--- config.mk ---
export PLATFORM = sky130hd
export DESIGN_NAME = tag_rx_ctrl_mc
export DESIGN_NICKNAME = d
export VERILOG_FILES = /design/src/rtl/tag_rx_ctrl_mc.sv
export SDC_FILE = /design/constraint.sdc
export NUM_CORES = 1
export LEC_CHECK = 0
export BUFFER_PORTS_ARGS = -buffer_cell sky130_fd_sc_hd__buf_2
export CAP_MARGIN = 20
export CELL_PAD_IN_SITES_DETAIL_PLACEMENT = 0
export CELL_PAD_IN_SITES_GLOBAL_PLACEMENT = 1
export CORE_UTILIZATION = 32
export CTS_CLUSTER_DIAMETER = 100
export DETAILED_ROUTE_END_ITERATION = 8
export GPL_ROUTABILITY_DRIVEN = 0
export PLACE_DENSITY = 0.88
export SLEW_MARGIN = 10
export SYNTH_ARGS = -nofsm -noshare
export SYNTH_HDL_FRONTEND = slang
export SYNTH_SLANG_ARGS = --single-unit
--- constraint.sdc ---
create_clock -name clk -period 2.9 [get_ports clk]
set_input_delay 0.87 -clock clk [delete_from_list [all_inputs] [get_ports clk]]
set_output_delay 0.87 -clock clk [all_outputs]
set_load 0.02 [all_outputs]
--- src/rtl/tag_rx_ctrl_mc.sv ---
// tag_rx_ctrl_mc: multi-channel I/Q receive controller with sync-window FSM.
// Front-panel GPIO is synchronised (2 flops) and drives an IDLE/SYNC/RX/HOLD
// FSM. SYNC counts a window of SYNC_SIG_N samples; RX forwards the latched
// channel's I/Q one cycle after each in_valid. HOLD blanks output for GUARD_N
// cycles after a channel change.
// Optional feature macro: TAG_RX_MC_DC_REMOVE_EN (DC offset measured during
// SYNC, subtracted with saturation in RX).
// Ports:
//   clk, reset        : clock, async active-high reset
//   in_valid          : sample strobe
//   irx_in, qrx_in    : packed per-channel I/Q samples
//   fp_gpio_in        : bit2 RX_EN, bit6 SYNC_REQ, bits[9:8] channel select
//   fp_gpio_out       : bit10 sync_done, bit11 rx_valid
//   fp_gpio_ddr       : constant direction mask
//   rx_valid          : irx_out/qrx_out valid this cycle
//   irx_out, qrx_out  : selected-channel output samples
//   rx_state          : 0 IDLE, 1 SYNC, 2 RX, 3 HOLD
//   counter_sync      : sample counter
module tag_rx_ctrl_mc #(
    parameter int unsigned DATA_WIDTH     = 16,
    parameter int unsigned GPIO_REG_WIDTH = 12,
    parameter int unsigned NUM_CH         = 4,
    parameter int unsigned SYNC_SIG_N     = 8192,
    parameter int unsigned GUARD_N        = 16
) (
    input  logic                           clk,
    input  logic                           reset,
    input  logic                           in_valid,
    input  logic [NUM_CH*DATA_WIDTH-1:0]   irx_in,
    input  logic [NUM_CH*DATA_WIDTH-1:0]   qrx_in,
    input  logic [GPIO_REG_WIDTH-1:0]      fp_gpio_in,
    output logic [GPIO_REG_WIDTH-1:0]      fp_gpio_out,
    output logic [GPIO_REG_WIDTH-1:0]      fp_gpio_ddr,
    output logic                           rx_valid,
    output logic [DATA_WIDTH-1:0]          irx_out,
    output logic [DATA_WIDTH-1:0]          qrx_out,
    output logic [1:0]                     rx_state,
    output logic [DATA_WIDTH-1:0]          counter_sync
);

    localparam int unsigned CH_W    = 2;
    localparam int unsigned GUARD_W = $clog2(GUARD_N + 1);

    typedef enum logic [1:0] {
        ST_IDLE = 2'd0,
        ST_SYNC = 2'd1,
        ST_RX   = 2'd2,
        ST_HOLD = 2'd3
    } state_e;

    state_e                 state_q, state_d;
    logic [3:0]             ctl_s1_q, ctl_s2_q;
    logic                   rx_en, sync_req;
    logic [CH_W-1:0]        sel_raw, ch_sel;
    logic [CH_W-1:0]        ch_q, ch_d;
    logic [GUARD_W-1:0]     guard_q, guard_d;
    logic [DATA_WIDTH-1:0]  cnt_q, cnt_d;
    logic                   sync_done_q, sync_done_d;
    logic                   rx_valid_q, rx_valid_d;
    logic [DATA_WIDTH-1:0]  irx_q, irx_d, qrx_q, qrx_d;
    logic                   enter_sync, enter_rx, sync_step, rx_step, wrap;
    logic [DATA_WIDTH-1:0]  rx_i, rx_q, samp_i, samp_q;
    logic                   unused_gpio;

    // Extract one channel from a packed sample bus
    function automatic logic [DATA_WIDTH-1:0] pick(input logic [NUM_CH*DATA_WIDTH-1:0] bus,
                                                   input logic [CH_W-1:0] ch);
        pick = bus[DATA_WIDTH-1:0];
        for (int k = 0; k < int'(NUM_CH); k++) begin
            if (ch == CH_W'(k)) pick = bus[k*DATA_WIDTH +: DATA_WIDTH];
        end
    endfunction

    assign unused_gpio = ^{fp_gpio_in[GPIO_REG_WIDTH-1:10], fp_gpio_in[7],
                           fp_gpio_in[5:3], fp_gpio_in[1:0]};

    // Two-flop synchroniser on the control bits only: {sel[1:0], SYNC_REQ, RX_EN}
    always_ff @(posedge clk or posedge reset) begin
        if (reset) begin
            ctl_s1_q <= '0;
            ctl_s2_q <= '0;
        end else begin
            ctl_s1_q <= {fp_gpio_in[9:8], fp_gpio_in[6], fp_gpio_in[2]};
            ctl_s2_q <= ctl_s1_q;
        end
    end

    assign rx_en    = ctl_s2_q[0];
    assign sync_req = ctl_s2_q[1];
    assign sel_raw  = ctl_s2_q[3:2];
    assign ch_sel   = (32'(sel_raw) >= NUM_CH) ? '0 : sel_raw;

    always_ff @(posedge clk or posedge reset) begin
        if (reset) state_q <= ST_IDLE;
        else       state_q <= state_d;
    end

    // Next-state: !RX_EN beats SYNC_REQ beats channel change
    always_comb begin
        state_d = state_q;
        case (state_q)
            ST_IDLE: begin
                if (rx_en && sync_req)         state_d = ST_SYNC;
                else if (rx_en && sync_done_q) state_d = ST_RX;
            end
            ST_SYNC: begin
                if (!rx_en)         state_d = ST_IDLE;
                else if (!sync_req) state_d = sync_done_q ? ST_RX : ST_IDLE;
            end
            ST_RX: begin
                if (!rx_en)              state_d = ST_IDLE;
                else if (sync_req)       state_d = ST_SYNC;
                else if (ch_sel != ch_q) state_d = ST_HOLD;
            end
            ST_HOLD: begin
                if (!rx_en)                                state_d = ST_IDLE;
                else if (sync_req)                         state_d = ST_SYNC;
                else if (guard_q == GUARD_W'(GUARD_N - 1)) state_d = ST_RX;
            end
            default: state_d = ST_IDLE;
        endcase
    end

    assign enter_sync = (state_d == ST_SYNC) && (state_q != ST_SYNC);
    assign enter_rx   = (state_d == ST_RX) && (state_q != ST_RX);
    assign sync_step  = (state_q == ST_SYNC) && (state_d == ST_SYNC) && in_valid;
    assign rx_step    = (state_q == ST_RX) && (state_d == ST_RX) && in_valid;
    assign wrap       = (cnt_q == DATA_WIDTH'(SYNC_SIG_N - 1));
    assign rx_i       = pick(irx_in, ch_q);
    assign rx_q       = pick(qrx_in, ch_q);

`ifdef TAG_RX_MC_DC_REMOVE_EN
    localparam int unsigned LOG2N = $clog2(SYNC_SIG_N);
    localparam int unsigned ACC_W = DATA_WIDTH + LOG2N;

    logic signed [ACC_W-1:0]      acc_i_q, acc_i_d, acc_q_q, acc_q_d, sum_i, sum_q;
    logic        [DATA_WIDTH-1:0] off_i_q, off_i_d, off_q_q, off_q_d, sy_i, sy_q;

    // Saturating a - b in DATA_WIDTH two's complement
    function automatic logic [DATA_WIDTH-1:0] sat_sub(input logic [DATA_WIDTH-1:0] a,
                                                      input logic [DATA_WIDTH-1:0] b);
        logic [DATA_WIDTH:0] d;
        d = {a[DATA_WIDTH-1], a} - {b[DATA_WIDTH-1], b};
        if (d[DATA_WIDTH] != d[DATA_WIDTH-1])
            sat_sub = d[DATA_WIDTH] ? {1'b1, {(DATA_WIDTH-1){1'b0}}}
                                    : {1'b0, {(DATA_WIDTH-1){1'b1}}};
        else
            sat_sub = d[DATA_WIDTH-1:0];
    endfunction

    assign sy_i  = pick(irx_in, ch_sel);
    assign sy_q  = pick(qrx_in, ch_sel);
    assign sum_i = acc_i_q + {{LOG2N{sy_i[DATA_WIDTH-1]}}, sy_i};
    assign sum_q = acc_q_q + {{LOG2N{sy_q[DATA_WIDTH-1]}}, sy_q};

    // Window accumulation; the wrap sample closes the window and sets the offset
    always_comb begin
        acc_i_d = acc_i_q;
        acc_q_d = acc_q_q;
        off_i_d = off_i_q;
        off_q_d = off_q_q;
        if (enter_sync) begin
            acc_i_d = '0;
            acc_q_d = '0;
        end else if (sync_step) begin
            if (wrap) begin
                acc_i_d = '0;
                acc_q_d = '0;
                off_i_d = DATA_WIDTH'(sum_i >>> LOG2N);
                off_q_d = DATA_WIDTH'(sum_q >>> LOG2N);
            end else begin
                acc_i_d = sum_i;
                acc_q_d = sum_q;
            end
        end
    end

    always_ff @(posedge clk or posedge reset) begin
        if (reset) begin
            acc_i_q <= '0;
            acc_q_q <= '0;
            off_i_q <= '0;
            off_q_q <= '0;
        end else begin
            acc_i_q <= acc_i_d;
            acc_q_q <= acc_q_d;
            off_i_q <= off_i_d;
            off_q_q <= off_q_d;
        end
    end

    assign samp_i = sat_sub(rx_i, off_i_q);
    assign samp_q = sat_sub(rx_q, off_q_q);
`else
    assign samp_i = rx_i;
    assign samp_q = rx_q;
`endif

    // Counter, sync flag, guard, channel latch and output datapath
    always_comb begin
        cnt_d       = cnt_q;
        sync_done_d = sync_done_q;
        guard_d     = '0;
        ch_d        = ch_q;
        rx_valid_d  = rx_step;
        irx_d       = irx_q;
        qrx_d       = qrx_q;

        if ((state_d == ST_IDLE) || enter_sync || enter_rx)
            cnt_d = '0;
        else if (sync_step || rx_step)
            cnt_d = wrap ? '0 : cnt_q + DATA_WIDTH'(1);

        if (enter_sync)              sync_done_d = 1'b0;
        else if (sync_step && wrap)  sync_done_d = 1'b1;

        if ((state_q == ST_HOLD) && (state_d == ST_HOLD))
            guard_d = guard_q + GUARD_W'(1);

        if (enter_rx) ch_d = ch_sel;

        // Outputs are forced to zero whenever the next state is not RX
        if (state_d != ST_RX) begin
            irx_d = '0;
            qrx_d = '0;
        end else if (rx_step) begin
            irx_d = samp_i;
            qrx_d = samp_q;
        end
    end

    always_ff @(posedge clk or posedge reset) begin
        if (reset) begin
            cnt_q       <= '0;
            sync_done_q <= 1'b0;
            guard_q     <= '0;
            ch_q        <= '0;
            rx_valid_q  <= 1'b0;
            irx_q       <= '0;
            qrx_q       <= '0;
        end else begin
            cnt_q       <= cnt_d;
            sync_done_q <= sync_done_d;
            guard_q     <= guard_d;
            ch_q        <= ch_d;
            rx_valid_q  <= rx_valid_d;
            irx_q       <= irx_d;
            qrx_q       <= qrx_d;
        end
    end

    always_comb begin
        fp_gpio_out     = '0;
        fp_gpio_out[10] = sync_done_q;
        fp_gpio_out[11] = rx_valid_q;
    end

    assign fp_gpio_ddr  = GPIO_REG_WIDTH'(12'hC00);
    assign rx_valid     = rx_valid_q;
    assign irx_out      = irx_q;
    assign qrx_out      = qrx_q;
    assign rx_state     = state_q;
    assign counter_sync = cnt_q;

endmodule

==> results of run 1 <==
[cell families (layout without fill, tap and decap cells)]
kind of cell | count (synthesis) | count (layout) | synth area share (%)
and+or+nand+nor | 137 | 137 | 15.69
other | 2 | 23 | 0.1934
xor gates and xnor gates | 4 | 4 | 1.289
DFF | 67 | 67 | 43.18
muxes | 34 | 34 | 19.14
adders and majority gates | 3 | 3 | 0.9669
AOI/OAI and AO/OA | 71 | 71 | 10.83
buffers and inverters | 57 | 222 | 8.701
[synth_stat cells, types with 2 or more instances]
cell type and instances:
ha_1 3, clkbuf_1 13, and4b_1 2, nor3_1 4, nor2b_1 2, xnor2_2 2, mux2_2 2, o311ai_1 2
nand3_1 13, nor4_1 2, buf_2 6, nand4_1 3, dfrtp_1 67, o21ai_1 2, a31oi_1 3, nand2b_1 6
nand2_1 80, inv_1 10, o21ai_0 11, conb_1 2, a21oi_1 36, and3_1 3, buf_6 3, a22oi_1 2
mux4_2 32, o41ai_1 2, nor2_1 17, o22ai_1 3, buf_4 25
[flip-flops by register name, summed over array words and instances, names as in the netlist]
signal        cells
ch_q              2
counter_sync     16
ctl_s1_q          4
ctl_s2_q          4
guard_q           5
irx_out          16
qrx_out          16
rx_state          2
rx_valid          1
sync_done_q       1
[layout make-up]
| class | instances | area [sq um] | share of cell area, % |
|---|---|---|---|
| Clock inverter | 5 | 75.07 | 1.446 |
| Antenna cell | 1 | 2.502 | 0.04822 |
| Multi-Input combinational cell | 271 | 1949 | 37.56 |
| Sequential cell | 67 | 1678 | 32.33 |
| Inverter | 10 | 37.54 | 0.7232 |
| Timing Repair Buffer | 196 | 1016 | 19.58 |
| Tap cell | 143 | 178.9 | 3.447 |
| Clock buffer | 11 | 252.7 | 4.870 |
[per-stage QoR]
step | area [sq um] | hold slack [ns] | cells | total power [W] | setup slack, ns
after floorplan | 3958 | 0.3312 | 395 | 0.001076 | 0.3468
after global placement | 4860 | 0.3379 | 687 | 0.001156 | 0.6028
after detailed placement | 4860 | 0.3347 | 687 | 0.001162 | 0.4779
after CTS | 5187 | 0.3510 | 703 | 0.002354 | 0.5094
after global routing | 5190 | 0.3545 | 704 | 0.002405 | 0.3971
final | 5190 | 0.3488 | 704 | 0.002323 | 0.5327
[metal layers]
| layer | GRT usage, % | wire length [microns] | vias up | part of all wire (%) |
|---|---|---|---|---|
| li1 | - | - | 1656 | - |
| met1 | 20.00 | 4053 | 1639 | 39 |
| met2 | 29.23 | 5380 | 134 | 52 |
| met3 | 3.888 | 551 | 21 | 5.4 |
| met4 | 7.467 | 305 | 0 | 3.0 |
| met5 | 0 | 0 | - | 0 |
[worst max-delay path: cells and delay by family, from the launching register on]
family,cells,cell delay (ns)
fa+ha+maj,2,0.45
flops,1,0.39
compound gates,4,0.93
simple gates,2,0.48
[power by group]
part | leakage (nW) | total [W] | switching, W | internal [W]
sequential | 0.915 | 0.000950 | 0.00000758 | 0.000942
clock | 0.165 | 0.00118 | 0.000385 | 0.000794
combinational | 1.36 | 0.000193 | 0.0000895 | 0.000104
total | 2.44 | 0.00232 | 0.000482 | 0.00184
[placed cells by master (no fill, tap or decap), drive strengths merged, types with 3 or more instances in the layout]
cell type | synthesis | layout
conb | 2 | 22
nor2 | 17 | 17
o22ai | 3 | 3
a31oi | 3 | 3
o21ai | 13 | 13
clkbuf | 13 | 11
dfrtp | 67 | 67
clkinv | 0 | 3
ha | 3 | 3
buf | 34 | 196
nand2 | 80 | 80
mux4 | 32 | 32
nand3 | 13 | 13
o311ai | 3 | 3
nand4 | 3 | 3
and3 | 3 | 3
nor3 | 5 | 5
inv | 10 | 10
a21oi | 37 | 37
xnor2 | 3 | 3
nand2b | 6 | 6
[worst min-delay path by stage]
stage,start,to,slack (ns)
6_report,ctl_s1_q[2]$_DFF_PP0_,ctl_s2_q[2]$_DFF_PP0_,0.35
5_1_grt,ctl_s1_q[2]$_DFF_PP0_,ctl_s2_q[2]$_DFF_PP0_,0.35
4_1_cts,ctl_s1_q[2]$_DFF_PP0_,ctl_s2_q[2]$_DFF_PP0_,0.35
3_5_place_dp,ctl_s1_q[2]$_DFF_PP0_,ctl_s2_q[2]$_DFF_PP0_,0.33
3_3_place_gp,ctl_s1_q[2]$_DFF_PP0_,ctl_s2_q[2]$_DFF_PP0_,0.34
2_1_floorplan,ctl_s1_q[0]$_DFF_PP0_,ctl_s2_q[0]$_DFF_PP0_,0.33
==> out/summary.txt, run 1 <==
Status - finished with violations
Failing checks - design-rule violations
Leakage power - 2.438 nW
Post_cts resized - 0
Layout cells sized above 1 - 45.71%
# IOs - 218
Largest net degree at the start of global routing - 34
Fin. Hold Viols - 0
Max-slew headroom - 55.62%
Peak fanout along the critical path - 11
Slowest CP cell - dfrtp_1
WS Path Type - flip-flop to flip-flop
Seq/Total Area, Yosys - 43.18%
Hold path depth - 0
Measured slew at the worst slew-check pin - 0.6658 ns
DR pass1 iterations - 6
Initial antenna violation count - 1
First-pass GRT wire length - 16.64 mm
Final #Nets - 701
Total grt overflow - 0
Critical Path Source - guard_q[0]$_DFF_PP0_
Layout Skew - 0.006887 ns
Wire length per cell - 14.62 microns
Vias per cell - 4.901
Placeable core area - 11610 sq um
DR vias - 3450
H-tree Lvls - 3
Die X - 112.2 microns
Seq cells post-synth - 67
Most used cell, CP - ha_1
Synth area leader - dfrtp_1
Final number of setup-violating endpoints - 0
Max Freq - 422.4 MHz
Worst r2r src - guard_q[0]$_DFF_PP0_
Final period utilization - 81.63%
Worst skew pair latency - 0.33 ns
TritonCTS Buffers - 9
Die H - 112.2 microns
Unique masters post-synth - 46
Synth top area share - 43.18%
Max rail drop VDD - 0.2868 mV
Synth Cell Area - 3882 sq um
Max incr delay on CP - 0.39 ns
Worst R2R Setup Slack - 0.53 ns
DRT iter0 DRCs - 122
Worst-path cell chain - ha_1 > and3_1 > ha_1 > a21boi_2 > a21oi_2 > a21oi_1 > nand2b_1 > o311ai_0
Root Buffer - clkbuf_16
Area contributors post-synth - dfrtp_1, mux4_2, nand2_1, buf_4, a21oi_1
Vias in the first global route - 3337
Clock buffer depth - 2
Startpoint types - flip-flop
Final Routed Wirelength - 10.29 mm
Clk sinks - 67
Synthesized instance count - 375
Setup TNS - 0 ns
CTS tree - yes
IO Port Bufs - 187
Tot GR Track Use - 16.86%
Minimum clock period - 2.367 ns
Asr flop ratio synth - 100.0%
FILL cells - 1108
Max-Cap Viols - 0
Worst Setup End Kind - flip-flop
Worst Hold Class - flip-flop to flip-flop
Fin util - 44.69%
Worst-path clk slew - 0.06 ns
Synth warnings - 0
R2r endpoint - counter_sync[8]$_DFFE_PP0P_
# DRC - 4
Syn Area/Cell - 10.35 sq um
Post-cts hold buffer count - 0
Post-synth EDFFs - 0
WP data arrival - 2.58 ns
CP required - 3.11 ns
Slew Limit Fails - 0
Row count - 39
Synthesis-to-finish area growth - 33.68%
DIE AREA - 12580 sq um
Power Dens Cells - 447.5 nW/um^2
Post-route ant nets - 0
Worst Reg-to-Reg Cells - 8
DPL Wire Length - 8.007 mm
Initial core utilization - 33.43%
Top FF cell, synth - dfrtp_1
Crit path capture - counter_sync[8]$_DFFE_PP0P_
RSZ-0062 raised after global routing - no
# Post-CTS Setup Buffers - 0
No activity file was read; power rests on OpenSTA's default activity.
==> run 2: changes to the inputs <==
CORE_UTILIZATION = 29   (was 32)
PLACE_DENSITY = 0.85   (was 0.88)
clock period = 2 ns   (was 2.9 ns; I/O delays follow)
==> run 2 against run 1 <==
Against the previous run:
- flip-flop and latch count is the same
- power increased by 32%
- utilization is 1.1 points lower
- critical path depth up 1
- the run ends with negative setup slack left
- global-route usage is 0.98 points lower
- final cell count rose by 7.8%
- largest cell class unchanged
- count of clock-buffer cells in the layout stayed put
- combinational power up 53%
- final area increased by 7.6%
- wire length grew 6.5%
- non-clock buffer count grew 27
- sequential power is 45% higher
==> out/summary.txt, run 2 (synthesized netlist as in run 1, its figures left out) <==
Dpl ws - -0.1700 ns
Layout cells sized above 1 - 50.94%
Delay-heaviest family, CP - compound AO/OA/AOI/OAI gates
Final Power - 0.003072 W
Die H - 117.7 microns
Slew Limit Fails - 0
Most frequent cells in the layout - buf_2, nand2_1, dfrtp_1, a21oi_1, mux4_2
CP bufs+invs - 1
FILL cells - 1278
Fin. Hold Viols - 0
CTS tree - yes
Multi-input logic area - 2106 sq um
Setup ws final - -0.03093 ns
DR pass1 iterations - 4
Die X - 117.7 microns
Wire length per cell - 14.44 microns
Vias per cell - 4.808
Final #Nets - 728
Max Freq - 492.4 MHz
Net Sw Frac - 23.24%
DIE AREA - 13850 sq um
Row count - 41
Largest net degree at the start of global routing - 68
Seq pwr share - 44.8%
Initial antenna violation count - 0
Total grt overflow - 0
Gate power share - 9.6%
Final number of setup-violating endpoints - 4
Slowest CP cell - dfrtp_1
# IOs - 218
Worst-path clk slew - 0.06 ns
Clk sinks - 67
Hold WS - 0.3450 ns
Placed cell area - 5074 sq um
Tot GR Track Use - 15.88%
Clk pwr share - 45.6%
First-pass GRT wire length - 17.64 mm
Initial core utilization - 30.27%
Final Routed Wirelength - 10.96 mm
Worst-path cell chain - ha_2 > and3_4 > ha_4 > a21boi_4 > a21oi_2 > a21oi_2 > buf_6 > nand3b_1 > o41ai_2
Post-cts hold buffer count - 0
Minimum clock period - 2.031 ns
DR vias - 3649
Max-slew headroom - 55.91%
NetSw - 0.0007140 W
Status - finished with violations
Leakage power - 2.604 nW
RSZ-0062 raised after global routing - yes
# DRC - 0
Max incr delay on CP - 0.38 ns
H-tree Lvls - 3
Failing checks - negative setup slack
Synthesis-to-finish area growth - 43.89%
Worst skew pair latency - 0.33 ns
Measured slew at the worst slew-check pin - 0.6613 ns
Worst Hold Class - flip-flop to flip-flop
Pint - 0.002358 W
Max rail drop VDD - 0.3470 mV
DPL Wire Length - 8.016 mm
Layout Skew - 0.009462 ns
TritonCTS Buffers - 9
Vias in the first global route - 3682
WS Path Type - flip-flop to flip-flop
Peak fanout along the critical path - 4
Final period utilization - 101.5%
IO Port Bufs - 187
Startpoint types - flip-flop
Max-Cap Viols - 0
Post-route cell area - 5587 sq um
CP required - 2.23 ns
Root Buffer - clkbuf_16
Commonest non-fill, non-tap cell in the layout - buf_2
DRT iter0 DRCs - 170
Worst Setup End Kind - flip-flop
ANT cells - 0
Clock buffer depth - 2
Post-route ant nets - 0
Power Dens Cells - 550.0 nW/um^2
Placeable core area - 12820 sq um
Most used cell, CP - a21oi_2
Sequential cell area - 1678 sq um
WP data arrival - 2.26 ns
run 2: cell count changes in the layout (fill, tap and decap cells not counted), sizes merged:
cell      delta
buf         +27
clkinvlp     +3
bufinv       -2
diode        -1
inv          -1
run 2: worst register-to-register path, cell delays in order (launching register included):
cell      delay [ns]
dfrtp_1         0.38
ha_2            0.19
and3_4          0.18
ha_4            0.17
a21boi_4        0.15
a21oi_2         0.09
a21oi_2         0.17
buf_6           0.13
nand3b_1        0.11
o41ai_2         0.35
run 2: per-layer routing:
| metal | up-vias | global-route usage [%] | routed length [microns] |
|---|---|---|---|
| met4 | 0 | 5.609 | 140 |
| li1 | 1720 | - | - |
| met3 | 15 | 4.070 | 676 |
| met5 | - | 0 | 0 |
| met1 | 1756 | 17.59 | 4201 |
| met2 | 158 | 29.12 | 5938 |
run 2: area by class of cell:
| cell class | count | share of cell area (%) |
|---|---|---|
| clock buffers | 11 | 4.166 |
| clock inverters | 5 | 0.5375 |
| inverters | 10 | 0.7391 |
| multi-input cells | 271 | 37.69 |
| flip-flops and latches | 67 | 30.03 |
| well taps | 172 | 3.852 |
| repair buffers | 223 | 22.98 |
run 2: power by group through the flow:
stage          registers [W]  clock network (W)  logic [W]
4_1_cts              0.00138            0.00145   0.000294
5_1_grt              0.00138            0.00151   0.000325
3_5_place_dp         0.00140                  0   0.000286
3_3_place_gp         0.00140                  0   0.000280
6_report             0.00138            0.00140   0.000295
2_1_floorplan        0.00140                  0   0.000162
run 2: path summary, 6_finish.rpt:
path / start / endpoint / slack [ns] / depth (start not counted)
worst max-delay path: guard_q[0]$_DFF_PP0_ / counter_sync[14]$_DFFE_PP0P_ / -0.03 / 9
worst min-delay path: ctl_s1_q[2]$_DFF_PP0_ / ctl_s2_q[2]$_DFF_PP0_ / 0.34 / 0
worst max register to register: guard_q[0]$_DFF_PP0_ / counter_sync[14]$_DFFE_PP0P_ / -0.03 / 9
worst min register to register: ctl_s1_q[2]$_DFF_PP0_ / ctl_s2_q[2]$_DFF_PP0_ / 0.34 / 0
max in group asynchronous: reset / ch_q[0]$_DFFE_PP0P_ / 1.31 / 3
min in group asynchronous: reset / counter_sync[7]$_DFFE_PP0P_ / 0.36 / 3
run 2: stage by stage:
stage	setup TNS, ns	utilization, %	cells
final	-0.04940	43.56	759
after global routing	-0.5858	43.56	759
after CTS	0	42.71	757
after detailed placement	-0.6498	39.56	732
after global placement	-0.1344	39.56	732
after floorplan	0	-	395
run 2: repair_timing:
item | CTS | global route
setup endpoints to repair | 13 | 16
buffers inserted | 9 | 5
pin swaps | 6 | 11
gates resized for setup | 15 | 16
==> run 3: changes to the inputs <==
CORE_UTILIZATION = 32   (was 29)
PLACE_DENSITY = 0.88   (was 0.85)
clock period = 1.9 ns   (was 2 ns; I/O delays follow)
==> run 3 against run 2 <==
Against the previous run:
- the flow finishes with violations (design-rule violations, negative setup slack)
- worst setup slack worse by 0.019 ns
- fmax up 4.2%
- largest power group unchanged
- critical path type unchanged
- clock skew is 0.0031 ns lower
- sequential power increased by 5%
- flip-flop and latch count unchanged
- clock power grew 17%
- utilization increased by 4.7 points
- critical path depth unchanged
- first-iteration DRC count fell by 7.6%
==> out/summary.txt, run 3 (synthesized netlist as in run 1, its figures left out) <==
Status - finished with violations
Failing checks - design-rule violations, negative setup slack
Die X - 112.2 microns
Die H - 112.2 microns
Peak fanout along the critical path - 5
Root Buffer - clkbuf_16
CP required - 2.13 ns
Final number of setup-violating endpoints - 5
DR vias - 3689
Worst skew pair latency - 0.33 ns
Worst Hold Class - input port to async pin
Setup ws final - -0.04954 ns
Power Dens Cells - 609.0 nW/um^2
Total grt overflow - 0
Post-cts hold buffer count - 0
Startpoint types - flip-flop
Pint - 0.002666 W
Max incr delay on CP - 0.39 ns
Worst R2R Setup Slack - -0.05 ns
Layout Skew - 0.006344 ns
Worst-path clk slew - 0.06 ns
Initial antenna violation count - 0
Worst r2r src - guard_q[0]$_DFF_PP0_
Vias in the first global route - 3619
Max-Cap Viols - 0
Row count - 39
DR pass1 iterations - 6
CTS tree - yes
Wire length per cell - 14.95 microns
Vias per cell - 5.047
Hold WS - 0.2576 ns
Clk sinks - 67
Max rail drop VDD - 0.3340 mV
DPL Wire Length - 8.348 mm
H-tree Lvls - 3
Fin. Hold Viols - 0
First-pass GRT wire length - 17.39 mm
Largest net degree at the start of global routing - 34
WS Path Type - flip-flop to flip-flop
Placeable core area - 11610 sq um
Clock buffer depth - 2
Minimum clock period - 1.950 ns
Slew Limit Fails - 0
Final Routed Wirelength - 10.93 mm
Leakage power - 2.630 nW
Most frequent cells in the layout - buf_2, nand2_1, dfrtp_1, a21oi_1, mux4_2
Most used cell, CP - a21oi_4
# DRC - 9
ANT cells - 0
Measured slew at the worst slew-check pin - 0.6585 ns
IO Port Bufs - 187
Dpl ws - -0.2101 ns
Tot GR Track Use - 17.58%
Setup TNS - -0.1194 ns
Synthesis-to-finish area growth - 44.38%
WP data arrival - 2.18 ns
Crit path capture - counter_sync[7]$_DFFE_PP0P_
DIE AREA - 12580 sq um
Worst Setup End Kind - flip-flop
FILL cells - 1089
Slowest CP cell - dfrtp_1
RSZ-0062 raised after global routing - yes
Initial core utilization - 33.43%
Net Sw Frac - 21.91%
DRT iter0 DRCs - 157
Clk pwr share - 48.1%
NetSw - 0.0007478 W
R2r endpoint - counter_sync[7]$_DFFE_PP0P_
Worst-path cell chain - ha_2 > and3_4 > ha_4 > a21boi_4 > a21oi_4 > a21oi_4 > nand2b_4 > buf_6 > o311ai_4
Critical Path Source - guard_q[0]$_DFF_PP0_
# IOs - 218
Post-route ant nets - 0
Max-slew headroom - 56.10%
Worst Reg-to-Reg Cells - 9
Gate power share - 9.5%
TritonCTS Buffers - 9
Commonest non-fill, non-tap cell in the layout - buf_2
Layout cells sized above 1 - 50.85%
Final #Nets - 729
Final period utilization - 102.6%
Max Freq - 512.9 MHz
Seq pwr share - 42.4%
-- run 3: cell types whose count changed in the layout (fill, tap and decap cells not counted), moves of 3 or more --
cell	before	now
buf_4	27	24
o21ai_1	3	6
o22ai_2	3	0
buf_6	4	8
o21ai_0	8	3
-- run 3: power by group through the flow --
stage | Clock (W) | Sequential (W) | Combinational, W
after global routing | 0.00176 | 0.00145 | 0.000353
after global placement | 0 | 0.00147 | 0.000309
after CTS | 0.00168 | 0.00145 | 0.000321
after detailed placement | 0 | 0.00147 | 0.000316
final | 0.00164 | 0.00145 | 0.000323
after floorplan | 0 | 0.00147 | 0.000171
-- run 3: per-stage QoR --
step	instance area (sq um)	util (%)	total power, W	std cells
global placement	5117	44.06	0.001781	708
detailed placement	5117	44.06	0.001788	708
floorplan	4004	-	0.001644	395
global route	5605	48.27	0.003560	731
CTS	5488	47.25	0.003451	726
finish	5605	48.27	0.003414	731
-- run 3: cell type report --
| type | instances | area (sq um) | share of cell area, % |
|---|---|---|---|
| clock buffers | 14 | 254.0 | 4.531 |
| clock inverters | 2 | 35.03 | 0.6250 |
| inverters | 10 | 41.29 | 0.7366 |
| multi-input cells | 271 | 2112 | 37.68 |
| flip-flops and latches | 67 | 1678 | 29.93 |
| well taps | 143 | 178.9 | 3.192 |
| repair buffers | 224 | 1306 | 23.30 |
-- run 3: critical path, delay by kind of cell (launching register included) --
family | cells | cell delay (ns)
compound gates | 4 | 0.68
flops | 1 | 0.39
fa+ha+maj | 2 | 0.36
simple gates | 2 | 0.26
buf+inv | 1 | 0.15
-- run 3: how the worst min path moves through the flow --
stage | start | to | slack, ns | depth (start not counted)
after floorplan | ctl_s1_q[0]$_DFF_PP0_ | ctl_s2_q[0]$_DFF_PP0_ | 0.33 | 0
after global placement | ctl_s1_q[2]$_DFF_PP0_ | ctl_s2_q[2]$_DFF_PP0_ | 0.34 | 0
after detailed placement | ctl_s1_q[2]$_DFF_PP0_ | ctl_s2_q[2]$_DFF_PP0_ | 0.34 | 0
after CTS | reset | rx_state[1]$_DFF_PP0_ | 0.26 | 2
after global routing | reset | ctl_s1_q[1]$_DFF_PP0_ | 0.27 | 2
final | reset | rx_state[1]$_DFF_PP0_ | 0.26 | 2
-- run 3: layer usage --
metal	wire [microns]	vias to the layer above	global-route usage, %	part of all wire, %
met2	5935	156	32.59	54
li1	-	1717	-	-
met4	158	0	4.622	1.4
met5	0	-	0	0
met3	669	12	3.618	6.1
met1	4168	1804	20.60	38
-- run 3: what timing repair did --
item / in CTS / in global routing
resized for setup: 11 / 25
setup endpoints to repair: 15 / 15
cloned: 0 / 0
buffers inserted: 2 / 5
pin swaps: 8 / 10
